--- config.mk ---
export PLATFORM = sky130hd
export DESIGN_NAME = mod_exp_flat
export DESIGN_NICKNAME = d
export VERILOG_FILES = /design/src/rtl/keychain_pkg.sv /design/src/rtl/mod_exp_if.sv /design/src/rtl/mod_mul_serial.sv /design/src/rtl/mod_exp.sv /design/src/flat_wrapper.sv
export SDC_FILE = /design/constraint.sdc
export NUM_CORES = 1
export LEC_CHECK = 0
export CAP_MARGIN = 20
export CORE_ASPECT_RATIO = 2
export CORE_MARGIN = 5
export CORE_UTILIZATION = 65
export DETAILED_ROUTE_END_ITERATION = 8
export DONT_BUFFER_PORTS = 1
export PLACE_DENSITY = 0.81
export SYNTH_ARGS = -nofsm -noshare
export SYNTH_HDL_FRONTEND = slang
export SYNTH_SLANG_ARGS = --single-unit
--- constraint.sdc ---
create_clock -name clk_in -period 10.8 [get_ports clk_in]
set_input_delay 1.08 -clock clk_in [delete_from_list [all_inputs] [get_ports clk_in]]
set_output_delay 1.08 -clock clk_in [all_outputs]
set_load 0.01 [all_outputs]
--- src/rtl/keychain_pkg.sv ---
// Shared definitions for the key-generation arithmetic blocks.
// Holds the default operand width and the mod_exp controller state encoding.
package keychain_pkg;

    localparam int DEFAULT_WIDTH = 16;

    typedef enum logic [3:0] {
        ST_IDLE,
        ST_CHECK,
        ST_REDUCE,
        ST_REDUCE_WAIT,
        ST_SQR,
        ST_SQR_WAIT,
        ST_MUL,
        ST_MUL_WAIT,
        ST_NEXT,
        ST_DONE
    } exp_state_t;

endpackage

--- src/rtl/mod_exp_if.sv ---
// Request/response bundle for mod_exp: operands and start in, result and status out.
interface mod_exp_if import keychain_pkg::*; #(
    parameter int WIDTH = DEFAULT_WIDTH
) ();
    logic             ready_in;
    logic [WIDTH-1:0] base_in;
    logic [WIDTH-1:0] exponent_in;
    logic [WIDTH-1:0] modulus_in;
    logic [WIDTH-1:0] result_out;
    logic             busy_out;
    logic             valid_out;
    logic             error_out;

    modport master (
        output ready_in, base_in, exponent_in, modulus_in,
        input  result_out, busy_out, valid_out, error_out
    );

    modport slave (
        input  ready_in, base_in, exponent_in, modulus_in,
        output result_out, busy_out, valid_out, error_out
    );
endinterface

--- src/rtl/mod_mul_serial.sv ---
// Bit-serial interleaved modular multiplier: p = a*b mod m, MSB of a first.
// The first bit is folded into the start cycle so done lands WIDTH cycles after start.
module mod_mul_serial import keychain_pkg::*; #(
    parameter int WIDTH = DEFAULT_WIDTH
) (
    input  logic             clk_in,
    input  logic             rst_n_in,
    input  logic             start_in,
    input  logic [WIDTH-1:0] a_in,
    input  logic [WIDTH-1:0] b_in,
    input  logic [WIDTH-1:0] m_in,
    output logic [WIDTH-1:0] p_out,
    output logic             done_out
);
    localparam int IDX_W = $clog2(WIDTH);

    logic [WIDTH-1:0] a_reg, b_reg, m_reg;
    logic [WIDTH:0]   r_reg;
    logic [WIDTH:0]   r_next;
    logic [IDX_W-1:0] idx_reg;
    logic             run_reg;
    logic             done_reg;

    // One interleaved step; the extra bit holds 2r and r+b, both <= 2m-2.
    function automatic logic [WIDTH:0] mod_step(
        input logic [WIDTH:0]   r,
        input logic             a_bit,
        input logic [WIDTH-1:0] b,
        input logic [WIDTH-1:0] m
    );
        logic [WIDTH:0] t;
        logic [WIDTH:0] mx;
        mx = {1'b0, m};
        t  = r << 1;
        if (t >= mx) t = t - mx;
        if (a_bit)   t = t + {1'b0, b};
        if (t >= mx) t = t - mx;
        return t;
    endfunction

    always_comb begin
        r_next = r_reg;
        if (start_in)
            r_next = mod_step('0, a_in[WIDTH-1], b_in, m_in);
        else if (run_reg)
            r_next = mod_step(r_reg, a_reg[idx_reg], b_reg, m_reg);
    end

    always_ff @(posedge clk_in or negedge rst_n_in) begin
        if (!rst_n_in) begin
            a_reg    <= '0;
            b_reg    <= '0;
            m_reg    <= '0;
            r_reg    <= '0;
            idx_reg  <= '0;
            run_reg  <= 1'b0;
            done_reg <= 1'b0;
        end else if (start_in) begin
            a_reg    <= a_in;
            b_reg    <= b_in;
            m_reg    <= m_in;
            r_reg    <= r_next;
            idx_reg  <= IDX_W'(WIDTH - 2);
            run_reg  <= 1'b1;
            done_reg <= 1'b0;
        end else if (run_reg) begin
            r_reg    <= r_next;
            done_reg <= (idx_reg == '0);
            if (idx_reg == '0)
                run_reg <= 1'b0;
            else
                idx_reg <= idx_reg - 1'b1;
        end else begin
            done_reg <= 1'b0;
        end
    end

    assign p_out    = r_reg[WIDTH-1:0];
    assign done_out = done_reg;

endmodule

--- src/rtl/mod_exp.sv ---
// Modular exponentiation by left-to-right square-and-multiply over one serial multiplier.
// Every exponent bit is visited, so latency depends only on the exponent popcount.
module mod_exp import keychain_pkg::*; #(
    parameter int WIDTH = DEFAULT_WIDTH
) (
    input  logic       clk_in,
    input  logic       rst_n_in,
    mod_exp_if.slave   bus
);
    localparam int IDX_W = $clog2(WIDTH);

    exp_state_t       state_reg, state_next;
    logic [WIDTH-1:0] base_reg, base_next;
    logic [WIDTH-1:0] exp_reg, exp_next;
    logic [WIDTH-1:0] mod_reg, mod_next;
    logic [WIDTH-1:0] acc_reg, acc_next;
    logic [IDX_W-1:0] idx_reg, idx_next;
    logic [WIDTH-1:0] result_reg, result_next;
    logic             busy_reg, busy_next;
    logic             valid_reg, valid_next;
    logic             error_reg, error_next;

    logic             mul_start;
    logic [WIDTH-1:0] mul_a, mul_b;
    logic [WIDTH-1:0] mul_p;
    logic             mul_done;

    mod_mul_serial #(.WIDTH(WIDTH)) u_mul (
        .clk_in   (clk_in),
        .rst_n_in (rst_n_in),
        .start_in (mul_start),
        .a_in     (mul_a),
        .b_in     (mul_b),
        .m_in     (mod_reg),
        .p_out    (mul_p),
        .done_out (mul_done)
    );

    always_ff @(posedge clk_in or negedge rst_n_in) begin
        if (!rst_n_in) begin
            state_reg  <= ST_IDLE;
            base_reg   <= '0;
            exp_reg    <= '0;
            mod_reg    <= '0;
            acc_reg    <= '0;
            idx_reg    <= '0;
            result_reg <= '0;
            busy_reg   <= 1'b0;
            valid_reg  <= 1'b0;
            error_reg  <= 1'b0;
        end else begin
            state_reg  <= state_next;
            base_reg   <= base_next;
            exp_reg    <= exp_next;
            mod_reg    <= mod_next;
            acc_reg    <= acc_next;
            idx_reg    <= idx_next;
            result_reg <= result_next;
            busy_reg   <= busy_next;
            valid_reg  <= valid_next;
            error_reg  <= error_next;
        end
    end

    always_comb begin
        state_next  = state_reg;
        base_next   = base_reg;
        exp_next    = exp_reg;
        mod_next    = mod_reg;
        acc_next    = acc_reg;
        idx_next    = idx_reg;
        result_next = result_reg;
        busy_next   = busy_reg;
        valid_next  = 1'b0;
        error_next  = error_reg;
        mul_start   = 1'b0;
        mul_a       = acc_reg;
        mul_b       = acc_reg;

        unique case (state_reg)
            ST_IDLE: begin
                if (bus.ready_in) begin
                    base_next  = bus.base_in;
                    exp_next   = bus.exponent_in;
                    mod_next   = bus.modulus_in;
                    busy_next  = 1'b1;
                    error_next = 1'b0;
                    state_next = ST_CHECK;
                end
            end
            ST_CHECK: begin
                if (mod_reg == '0) begin
                    error_next = 1'b1;
                    state_next = ST_DONE;
                end else begin
                    // Anything mod 1 is 0, so seed the accumulator accordingly.
                    acc_next   = (mod_reg == WIDTH'(1)) ? '0 : WIDTH'(1);
                    idx_next   = IDX_W'(WIDTH - 1);
                    state_next = ST_REDUCE;
                end
            end
            ST_REDUCE: begin
                mul_start  = 1'b1;
                mul_a      = base_reg;
                mul_b      = WIDTH'(1);
                state_next = ST_REDUCE_WAIT;
            end
            ST_REDUCE_WAIT: begin
                if (mul_done) begin
                    base_next  = mul_p;
                    state_next = ST_SQR;
                end
            end
            ST_SQR: begin
                mul_start  = 1'b1;
                state_next = ST_SQR_WAIT;
            end
            ST_SQR_WAIT: begin
                if (mul_done) begin
                    acc_next = mul_p;
                    if (exp_reg[idx_reg])
                        state_next = ST_MUL;
                    else if (idx_reg == '0)
                        state_next = ST_NEXT;
                    else begin
                        idx_next   = idx_reg - 1'b1;
                        state_next = ST_SQR;
                    end
                end
            end
            ST_MUL: begin
                mul_start  = 1'b1;
                mul_b      = base_reg;
                state_next = ST_MUL_WAIT;
            end
            ST_MUL_WAIT: begin
                if (mul_done) begin
                    acc_next = mul_p;
                    if (idx_reg == '0)
                        state_next = ST_NEXT;
                    else begin
                        idx_next   = idx_reg - 1'b1;
                        state_next = ST_SQR;
                    end
                end
            end
            ST_NEXT: begin
                state_next = ST_DONE;
            end
            ST_DONE: begin
                result_next = error_reg ? '0 : acc_reg;
                valid_next  = 1'b1;
                busy_next   = 1'b0;
                state_next  = ST_IDLE;
            end
            default: begin
                state_next = ST_IDLE;
            end
        endcase
    end

    assign bus.result_out = result_reg;
    assign bus.busy_out   = busy_reg;
    assign bus.valid_out  = valid_reg;
    assign bus.error_out  = error_reg;

endmodule

--- src/flat_wrapper.sv ---
// flat-port wrapper written by rule: the top's interface ports become plain ports
module mod_exp_flat import keychain_pkg::*;
#(
    parameter int WIDTH = DEFAULT_WIDTH
)
  (clk_in, rst_n_in, bus_ready_in, bus_base_in, bus_exponent_in, bus_modulus_in, bus_result_out, bus_busy_out, bus_valid_out, bus_error_out);
  mod_exp_if #(.WIDTH(WIDTH)) bus_i ();
  input  logic clk_in;
  input  logic rst_n_in;
  input wire logic [$bits(bus_i.ready_in)-1:0] bus_ready_in;
  input wire logic [$bits(bus_i.base_in)-1:0] bus_base_in;
  input wire logic [$bits(bus_i.exponent_in)-1:0] bus_exponent_in;
  input wire logic [$bits(bus_i.modulus_in)-1:0] bus_modulus_in;
  output wire logic [$bits(bus_i.result_out)-1:0] bus_result_out;
  output wire logic [$bits(bus_i.busy_out)-1:0] bus_busy_out;
  output wire logic [$bits(bus_i.valid_out)-1:0] bus_valid_out;
  output wire logic [$bits(bus_i.error_out)-1:0] bus_error_out;
  assign bus_i.ready_in = bus_ready_in;
  assign bus_i.base_in = bus_base_in;
  assign bus_i.exponent_in = bus_exponent_in;
  assign bus_i.modulus_in = bus_modulus_in;
  assign bus_result_out = bus_i.result_out;
  assign bus_busy_out = bus_i.busy_out;
  assign bus_valid_out = bus_i.valid_out;
  assign bus_error_out = bus_i.error_out;
  mod_exp #(.WIDTH(WIDTH)) u_core (.clk_in(clk_in), .rst_n_in(rst_n_in), .bus(bus_i));
endmodule
# After elaboration in Yosys (flattened, before gate mapping)
# Cells that the tools add are included.
dict set report word_totals {
  ff_bits 161
  latchBits 0
  ram_bits 0
  romBits 0
  inputBits 51
  out_inout_bits 19
  word_cells 127
  memories 0
}
dict set report op_classes {
  add_sub_neg 8
  multipliers 0
  div_mod_pow 0
  order_cmp 6
  n_eq_ne 19
  shift 0
  mux 57
  bitwise_logic 0
  reduce_logical 20
}
# op n
set ops {}
lappend ops {{$mux W17} 10}
lappend ops {{$mux W16} 10}
lappend ops {{$pmux W16 S2} 3}
lappend ops {{$mux W4} 15}
lappend ops {{$ge A17 B16 Y1} 3}
lappend ops {{$pmux W4 S9} 1}
lappend ops {{$add A17 B16 Y17} 2}
lappend ops {{$sub A16 B16 Y16} 2}
lappend ops {{$sub A1 B16 Y17 const A} 1}
lappend ops {{$sub A17 B16 Y17} 1}
lappend ops {{$eq A16 B1 Y1 const B} 1}
lappend ops {{$eq A4 B3 Y1 const B} 4}
lappend ops {{$ge A1 B16 Y1 const A} 1}
lappend ops {{$logic_not A16 Y1} 1}
lappend ops {{$mux W1} 13}
lappend ops {{$logic_not A4 Y1} 3}
lappend ops {{$ne A2 B2 Y1 const B} 6}
lappend ops {{$pmux W4 S3} 1}
lappend ops {{$lt A4 B5 Y1 const B} 2}
lappend ops {{$reduce_bool A2 Y1} 5}
lappend ops {{$reduce_and A3 Y1} 3}
lappend ops {{$bmux W1 S4} 2}
lappend ops {{$eq A4 B2 Y1 const B} 2}
lappend ops {{$eq A4 B4 Y1 const B} 2}
lappend ops {{10 further kinds} 16}

# Logic depth before layout (Yosys ltp)
# Gate-level depths: netlist of run 1.
dict set report depth {
  depth_word 13
  depth_mapped 30
  depth_no_buf 28
}

# Modules after synthesis
# A second synthesis of run 1 with hierarchy kept.
dict set report unflattened {
  cells_unflattened 1372
  hier_area_um2 12385.6
}
# mod instances cells_each area_each_um2 seq_area_each_um2
set by_module_without_submodules {}
lappend by_module_without_submodules {mod_mul_serial 1 927 7897.6 1751.7}
lappend by_module_without_submodules {mod_exp 1 445 4488.1 2277.2}

# Least setup slack after synthesis of run 1
# Ideal clock, no wire load.
dict set report synth_timing {
  path_type {flip-flop to flip-flop}
  from {reg u_core.u_mul.m_reg[1]}
  to {reg u_core.u_mul.r_reg[12]}
  setup_ns 0.120
  arrival_ns 6.205
  t_required_ns 10.680
  path_slack_ns 4.475
  path_stages_with_launch 29
  path_buffers 1
  period_less_slack_ns 6.325
  cell_sequence {dfrtp_1 inv_1 ha_1 nor2b_1 o31a_1 o31a_1 o211a_1 nor2_2 mux2i_1 inv_1 ha_1 a21o_1 a22o_1 o41a_1 a311oi_1 xnor2_1 nand2_1 o21ai_0 ha_1 nand2_1 o21ai_0 o21ai_0 o211ai_1 a21oi_1 or4b_4 nand2_4 buf_4 o2111ai_1 and3b_1}
}
dict set report synth_via {
  elab_chain_len 13
  elab_cells_between_ends 15
  classes_between {add/sub (3); order compare (2); mux (10)}
}
# item line_no
set synth_rtl {}
lappend synth_rtl {{from (decl)} mod_mul_serial.sv:17} ;# logic [WIDTH-1:0] a_reg, b_reg, m_reg;
lappend synth_rtl {{from (signal assigned)} mod_mul_serial.sv:61} ;# m_reg <= m_in;
lappend synth_rtl {{$sub A17 B16 Y17 / $ge A17 B16 Y1 (equally long branches)} mod_mul_serial.sv:35} ;# if (t >= mx) t = t - mx;
lappend synth_rtl {{$mux W17} mod_mul_serial.sv:35}
lappend synth_rtl {{$mux W17} mod_mul_serial.sv:45} ;# else if (run_reg)
lappend synth_rtl {{$mux W17} mod_mul_serial.sv:43} ;# if (start_in)
lappend synth_rtl {{$add A17 B16 Y17} mod_mul_serial.sv:36} ;# if (a_bit) t = t + {1'b0, b};
lappend synth_rtl {{$mux W17} mod_mul_serial.sv:36}
lappend synth_rtl {{$mux W17} mod_mul_serial.sv:45}
lappend synth_rtl {{$mux W17} mod_mul_serial.sv:43}
lappend synth_rtl {{$sub A16 B16 Y16 / $ge A17 B16 Y1 (equally long branches)} mod_mul_serial.sv:37} ;# if (t >= mx) t = t - mx;
lappend synth_rtl {{$mux W16 *} mod_mul_serial.sv:37}
lappend synth_rtl {{$mux W16 *} mod_mul_serial.sv:43}
lappend synth_rtl {{$mux W16} mod_mul_serial.sv:66} ;# end else if (run_reg) begin
lappend synth_rtl {{$mux W16 *} mod_mul_serial.sv:58} ;# end else if (start_in) begin
lappend synth_rtl {{to (signal assigned)} mod_mul_serial.sv:62} ;# r_reg <= r_next;
lappend synth_rtl {{to (signal assigned)} mod_mul_serial.sv:67} ;# r_reg <= r_next;
lappend synth_rtl {{to (decl)} mod_mul_serial.sv:18} ;# logic [WIDTH:0] r_reg;
# Every way passes the cells marked *; elsewhere a longest branch is shown, timed or not. The select of a mux whose other input is x is not followed.
# A chain may end at the register's enable or synchronous reset.

# Final worst setup path of run 1
dict set report layout_timing {
  from {reg u_core.u_mul.m_reg[1]}
  to {reg u_core.u_mul.r_reg[0]}
}
dict set report layout_via {
  elab_chain_len 13
  elab_cells_between_ends 15
  classes_between {add/sub (3); order compare (2); mux (10)}
}
# item line_no
set layout_rtl {}
lappend layout_rtl {{$sub A17 B16 Y17 / $ge A17 B16 Y1 (equally long branches)} mod_mul_serial.sv:35}
lappend layout_rtl {{$mux W17} mod_mul_serial.sv:35}
lappend layout_rtl {{$mux W17} mod_mul_serial.sv:45}
lappend layout_rtl {{$mux W17} mod_mul_serial.sv:43}
lappend layout_rtl {{$add A17 B16 Y17} mod_mul_serial.sv:36}
lappend layout_rtl {{$mux W17} mod_mul_serial.sv:36}
lappend layout_rtl {{$mux W17} mod_mul_serial.sv:45}
lappend layout_rtl {{$mux W17} mod_mul_serial.sv:43}
lappend layout_rtl {{$ge A17 B16 Y1 / $sub A16 B16 Y16 (equally long branches)} mod_mul_serial.sv:37}
lappend layout_rtl {{$mux W16 *} mod_mul_serial.sv:37}
lappend layout_rtl {{$mux W16 *} mod_mul_serial.sv:43}
lappend layout_rtl {{$mux W16} mod_mul_serial.sv:66}
lappend layout_rtl {{$mux W16 *} mod_mul_serial.sv:58}
# Marks and branches as above.

==> results of run 1 <==
worst max-delay path: cells and delay by family (launching register included):
family                   cells  cell delay (ns)
adder cells (fa/ha/maj)      3             0.98
XOR/XNOR                     1             0.20
flip-flops                   1             0.37
AND/OR/NAND/NOR              6             1.46
multiplexers                 2             0.48
AO/OA/AOI/OAI               13             3.62
buffers and inverters        2             0.27
logic make-up (layout without fill, tap and decap cells):
kind of cell               Yosys count  after routing  share of synthesized area (%)
AOI/OAI and AO/OA                  385            385                           20.0
adders and majority gates           90             90                           9.67
muxes                               90             90                           8.73
and+or+nand+nor                    507            507                           19.7
buffers and inverters              131            106                           4.23
DFF                                161            161                           33.5
xor gates and xnor gates            58             58                           4.22
other                                0              3                              0
metal layers:
layer	up-vias	GRT usage, %
met1	5126	35.9
met4	0	27.5
li1	5025	-
met2	454	62.3
met5	-	0
met3	187	5.66
layout make-up:
class                      instances  area, sq um  area share (%)
clock buffer                      17          425            3.34
clock inverter                    14          146            1.15
inverter                          65          244            1.92
sequential                       161         4030            31.7
antenna                            3         7.51          0.0590
tap                              216          270            2.12
multi-input combinational       1130         7520            59.1
timing repair buffer              10         75.1           0.590
worst paths after layout:
| kind | endpoint | depth (start not counted) |
|---|---|---|
| setup / recovery | u_core.u_mul.r_reg[0] | 27 |
| hold / removal | u_core.u_mul.m_reg[10] | 0 |
| setup reg to reg | u_core.u_mul.r_reg[0] | 27 |
| hold reg to reg | u_core.u_mul.b_reg[7] | 2 |
| max in group asynchronous | u_core.mod_reg[0] | 0 |
| min in group clk_in | u_core.u_mul.b_reg[7] | 2 |
power by group through the flow:
stage / Clock (mW) / Combinational (mW) / Sequential, mW
2_1_floorplan: 0 / 0.000291 / 0.614
3_3_place_gp: 0 / 0.000291 / 0.614
3_5_place_dp: 0 / 0.000291 / 0.614
4_1_cts: 0.603 / 0.000291 / 0.603
5_1_grt: 0.630 / 0.000291 / 0.602
6_report: 0.600 / 0.000291 / 0.603
through the flow:
stage               setup slack (ns)  util [%]  cells  instance area, sq um  hold WS [ns]
floorplan                       4.47         -   1422                 12000         0.445
global placement                3.59      66.3   1582                 12100         0.459
detailed placement              3.42      66.3   1582                 12100         0.471
CTS                             3.37      69.5   1613                 12700         0.324
global route                    2.70      69.5   1616                 12700         0.323
finish                          3.29      69.5   1616                 12700         0.327
synthesized netlist by cell type (4+ instances only):
master,count
nand2_1,243
o21ai_0,168
dfrtp_1,161
ha_1,85
nor2_1,83
inv_1,65
a21oi_1,62
mux2i_1,53
clkbuf_1,50
xnor2_1,40
nor3_1,35
mux2_2,27
nand2b_1,24
a211oi_1,21
and3_1,21
nor2b_1,20
nand3_1,18
xor2_1,18
a21o_1,16
o21a_1,14
o22ai_1,13
a31oi_1,12
nand4_1,11
o31ai_1,11
nor4_1,10
o211ai_1,10
mux4_2,9
or3_1,9
buf_2,8
and2_1,7
a311oi_1,6
buf_1,6
fa_1,5
or4_1,4
==> flow_metrics.py, run 1 <==
metrics = {
    "status": {
        "status": "complete, no violations",
    },
    "critical_path": {
        "critPathArrivalTime_ns": 7.84,
        "end_kind": "flop",
        "startpoint": "u_core.u_mul.m_reg[1]",
        "cp_slowest_cell": "a311oi_1",
        "critPathRequiredTime_ns": 11.12,
        "worstSetupStartpointType": "flop",
        "critical_path_class": "reg -> reg",
        "critPathMaxStageDelay_ns": 0.61,
        "r2r_slack_ns": 3.29,
        "crit_fanout": 16,
        "r2r-start": "u_core.u_mul.m_reg[1]",
    },
    "floorplanning": {
        "coreArea_sq_um": 18300,
        "start_util_pct": 65.7,
        "io_pins": 70,
        "die_h_um": 202,
        "fp.dieW_um": 106,
        "rows": 70,
        "die_area_sq_um": 21500,
    },
    "clock_network": {
        "cts_resized": 0,
        "cts-buffers-inserted": 17,
        "clk_latency_ns": 0.45,
        "postCtsHoldBufs": 0,
        "postCtsSetupBuffers": 0,
        "tritoncts": "built",
        "clkTransAtPathRegs_ns": 0.07,
        "clock_tree.buffer_depth": 2,
        "cts-root-buf": "clkbuf_16",
        "cts_sinks": 161,
        "cts.htree.levels": 4,
    },
    "power_and_ir_drop": {
        "vdd_drop_max_v": 0.0000937,
        "p_leak_nw": 6.05,
        "p_sw_share_pct": 22.9,
        "internal-power_mw": 0.928,
        "clkPwrFrac_pct": 49.9,
        "combPwrFrac_pct": 0,
        "p_sw_mw": 0.276,
        "seq_power_share_pct": 50.1,
        "power.density_nw_per_um2": 94.6,
        "power_mw": 1.20,
    },
    "route": {
        "wl_met1_um": 12400,
        "ant_nets": 0,
        "vias": 10792,
        "wl_met2_um": 19000,
        "drt-total-wl_um": 36800,
        "routed-wl-met3_um": 1940,
        "vias_per_cell": 6.68,
        "wire_per_inst_um": 22.8,
        "drc": 0,
        "first_iter_violations": 693,
        "highest_layer": "met4",
        "drt_pass1_iterations": 5,
    },
    "cells_and_area": {
        "fin_nets": 1526,
        "area_growth_pct": 5.71,
        "mostFrequentLayoutCells": "nand2_1 (243), o21ai_0 (167), dfrtp_1 (161)",
        "layout_commonest_cell": "nand2_1",
        "drive_gt1_share_pct": 7.16,
        "fillers": 1478,
    },
    "timing": {
        "fin_crit_sh_pct": 69.5,
        "worst_pin_slew_ns": 1.09,
        "final.setup.tns_ns": 0,
        "maxSlewViolCount": 0,
        "skew_ns": 0.0131,
        "fmax_ghz": 0.133,
        "hold_viol_final": 0,
        "rsz0062_at_grt": "no",
        "timing.slew.headroom_pct": 27.4,
        "finalSetupViolCount": 0,
        "period_minus_slack_ns": 7.51,
    },
    "place": {
        "gp_congestion": 1.00,
        "hpwl_um": 28400,
        "portBuffers": 0,
    },
    "yosys": {
        "syn_area_sq_um": 12000,
        "async_reset_ff_share_pct": 100,
        "synth_flop_cell": "dfrtp_1",
        "synth_area_leaders": "dfrtp_1 (33%), ha_1 (8.8%), nand2_1 (7.6%), o21ai_0 (7.0%), mux2i_1 (4.4%)",
        "yosysSeqAreaShare_pct": 33.5,
        "synth_nets": 1563,
        "synth_top_area_share_pct": 33.5,
        "ys_seq_elements": 161,
        "yosys_warnings": 0,
        "postSynthAreaPerCell_sq_um": 8.46,
        "synth_top_area_cell": "dfrtp_1",
        "synth_edf_count": 0,
        "yosys.cell_types.count": 78,
        "syn_inst": 1422,
    },
    "worst_hold_path": {
        "hp-class": "in -> async",
    },
    "global_route": {
        "grt_max_degree": 162,
        "grt_usage_pct": 35.2,
        "grt_pass1_vias": 10859,
        "antenna_found_initial": 3,
        "grt_pass1_wl_um": 58500,
        "overflow": 0,
    },
    "run": {
        "cap_violations": 0,
    },
}
Power figures use the tool's default switching activity.
==> run 2: changes to the inputs <==
--- a/config.mk
+++ b/config.mk
@@ -8,10 +8,10 @@
 export CAP_MARGIN = 20
 export CORE_ASPECT_RATIO = 2
 export CORE_MARGIN = 5
-export CORE_UTILIZATION = 65
+export CORE_UTILIZATION = 59
 export DETAILED_ROUTE_END_ITERATION = 8
 export DONT_BUFFER_PORTS = 1
-export PLACE_DENSITY = 0.81
+export PLACE_DENSITY = 0.78
 export SYNTH_ARGS = -nofsm -noshare
 export SYNTH_HDL_FRONTEND = slang
 export SYNTH_SLANG_ARGS = --single-unit
==> constraint.sdc (replaced) <==
create_clock -name clk_in -period 6.49 [get_ports clk_in]
set_input_delay 0.649 -clock clk_in [delete_from_list [all_inputs] [get_ports clk_in]]
set_output_delay 0.649 -clock clk_in [all_outputs]
set_load 0.01 [all_outputs]
==> flow_metrics.py, run 2 (synthesis results as in run 1) <==
metrics = {
    "power_and_ir_drop": {
        "seq_power_share_pct": 50.5,
        "internal-power_mw": 1.53,
        "p_sw_mw": 0.459,
        "combPwrFrac_pct": 1.1,
        "p_sw_share_pct": 23.1,
        "power.density_nw_per_um2": 144,
        "power_mw": 1.99,
        "p_leak_nw": 6.57,
        "clkPwrFrac_pct": 48.4,
        "vdd_drop_max_v": 0.000139,
    },
    "timing": {
        "timing.slew.headroom_pct": 32.3,
        "rsz0062_at_grt": "yes",
        "hold_viol_final": 0,
        "finalSetupViolCount": 0,
        "maxSlewViolCount": 0,
        "fin_ws_ns": 0.168,
        "fmax_ghz": 0.158,
        "skew_ns": 0.00945,
        "fin_crit_sh_pct": 97.4,
        "worst_pin_slew_ns": 1.01,
        "period_minus_slack_ns": 6.32,
    },
    "place": {
        "post-place-ws_ns": -0.0326,
        "hpwl_um": 30600,
        "gp_congestion": 1.05,
        "portBuffers": 0,
    },
    "clock_network": {
        "cts-root-buf": "clkbuf_16",
        "cts_sinks": 161,
        "cts-buffers-inserted": 17,
        "tritoncts": "built",
        "cts.htree.levels": 4,
        "clkTransAtPathRegs_ns": 0.07,
        "clock_tree.buffer_depth": 2,
        "clk_latency_ns": 0.46,
    },
    "route": {
        "vias": 11358,
        "drt_pass1_iterations": 6,
        "drc": 0,
        "ant_nets": 0,
        "first_iter_violations": 906,
        "vias_per_cell": 6.42,
        "wire_per_inst_um": 22.5,
        "drt-total-wl_um": 39800,
    },
    "global_route": {
        "grt_pass1_vias": 11250,
        "grt_max_degree": 162,
        "overflow": 0,
        "grt_usage_pct": 33.8,
        "grt_pass1_wl_um": 61300,
        "antenna_found_initial": 0,
    },
    "floorplanning": {
        "coreArea_sq_um": 20300,
        "die_area_sq_um": 23500,
        "start_util_pct": 59.4,
        "die_h_um": 212,
        "fp.dieW_um": 111,
        "io_pins": 70,
        "rows": 74,
    },
    "cells_and_area": {
        "drive_gt1_share_pct": 15.6,
        "mostFrequentLayoutCells": "nand2_1 (243), o21ai_0 (165), dfrtp_1 (161)",
        "n_antenna_cell": 0,
        "final_util_pct": 68.0,
        "fin_nets": 1632,
        "fillers": 1662,
        "area_growth_pct": 14.6,
        "layout_commonest_cell": "nand2_1",
    },
    "critical_path": {
        "rr_worst_depth": 25,
        "r2r_end": "u_core.u_mul.r_reg[1]",
        "r2r_slack_ns": 0.17,
        "crit_fanout": 4,
        "critPathRequiredTime_ns": 6.80,
        "end_kind": "flop",
        "cp_slowest_cell": "or4b_4",
        "critPathArrivalTime_ns": 6.63,
        "critical_path_class": "reg -> reg",
        "r2r-start": "u_core.u_mul.m_reg[1]",
        "worstSetupStartpointType": "flop",
        "critPathMaxStageDelay_ns": 0.52,
    },
    "run": {
        "cap_violations": 0,
    },
    "worst_hold_path": {
        "hp-class": "in -> async",
    },
    "status": {
        "status": "complete, no violations",
    },
}
## run 2: cell count changes in the layout (fill, tap and decap cells not counted), sizes merged
cell | previous run | this run
buf | 10 | 116
clkbuf | 17 | 22
inv | 73 | 68
diode | 3 | 0
clkinvlp | 1 | 3
bufinv | 1 | 0
clkinv | 4 | 3
## run 2: area by class of cell
class | count | area, sq um | area share [%]
timing repair buffer | 116 | 916 | 6.64
sequential | 161 | 4030 | 29.2
clock buffer | 22 | 474 | 3.44
inverter | 65 | 244 | 1.77
clock inverter | 9 | 75.1 | 0.544
tap | 266 | 333 | 2.41
multi-input combinational | 1130 | 7720 | 56.0
## run 2: critical path: cells and delay by family, from the launching register on
family / cells / cell delay, ns
muxes: 1 / 0.34
xor gates and xnor gates: 1 / 0.10
AOI/OAI and AO/OA: 13 / 3.19
buffers and inverters: 1 / 0.11
and+or+nand+nor: 6 / 1.17
DFF: 1 / 0.36
adders and majority gates: 3 / 0.89
## run 2: worst max path at each step
stage	to	slack, ns	depth (start not counted)	startpoint
after global routing	u_core.u_mul.r_reg[1]	-0.05	26	u_core.u_mul.m_reg[11]
final	u_core.u_mul.r_reg[1]	0.17	25	u_core.u_mul.m_reg[1]
after floorplan	u_core.u_mul.r_reg[12]	0.16	28	u_core.u_mul.m_reg[1]
after global placement	u_core.u_mul.r_reg[1]	0.02	26	u_core.u_mul.m_reg[8]
after CTS	u_core.u_mul.r_reg[1]	0.01	25	u_core.u_mul.r_reg[0]
after detailed placement	u_core.u_mul.r_reg[1]	-0.03	28	u_core.u_mul.m_reg[8]
## run 2: through the flow
| step | cells | setup TNS, ns | hold WS (ns) | instance area (sq um) |
|---|---|---|---|---|
| after floorplan | 1422 | 0 | 0.353 | 12000 |
| after global placement | 1734 | 0 | 0.361 | 13000 |
| after detailed placement | 1734 | -0.0326 | 0.362 | 13000 |
| after CTS | 1766 | 0 | 0.245 | 13600 |
| after global routing | 1769 | -0.128 | 0.276 | 13800 |
| final | 1769 | 0 | 0.105 | 13800 |
## run 2: timing repair
item                                    4_1_cts  5_1_grt
hold endpoints to repair                    161        0
hold buffers                                  1        0
pin swaps                                     1       13
endpoints found under the setup margin        3       16
gates resized for setup                       3       33
buffers inserted                              0        3
## run 2: routing by layer
metal | part of all wire (%) | routed length, um | track usage, % | up-vias
li1 | - | - | - | 5232
met2 | 50 | 19700 | 57.7 | 480
met1 | 34 | 13500 | 34.2 | 5432
met4 | 11 | 4470 | 33.1 | 0
met3 | 5.2 | 2090 | 5.72 | 214
met5 | 0 | 0 | 0 | -
## run 2: power by group through the flow
stage | logic [mW] | registers (mW) | clock network [mW]
6_report | 0.0213 | 1.00 | 0.962
5_1_grt | 0.0254 | 1.00 | 1.01
4_1_cts | 0.0226 | 1.00 | 0.967
3_5_place_dp | 0.000483 | 1.02 | 0
3_3_place_gp | 0.000483 | 1.02 | 0
2_1_floorplan | 0.000482 | 1.02 | 0
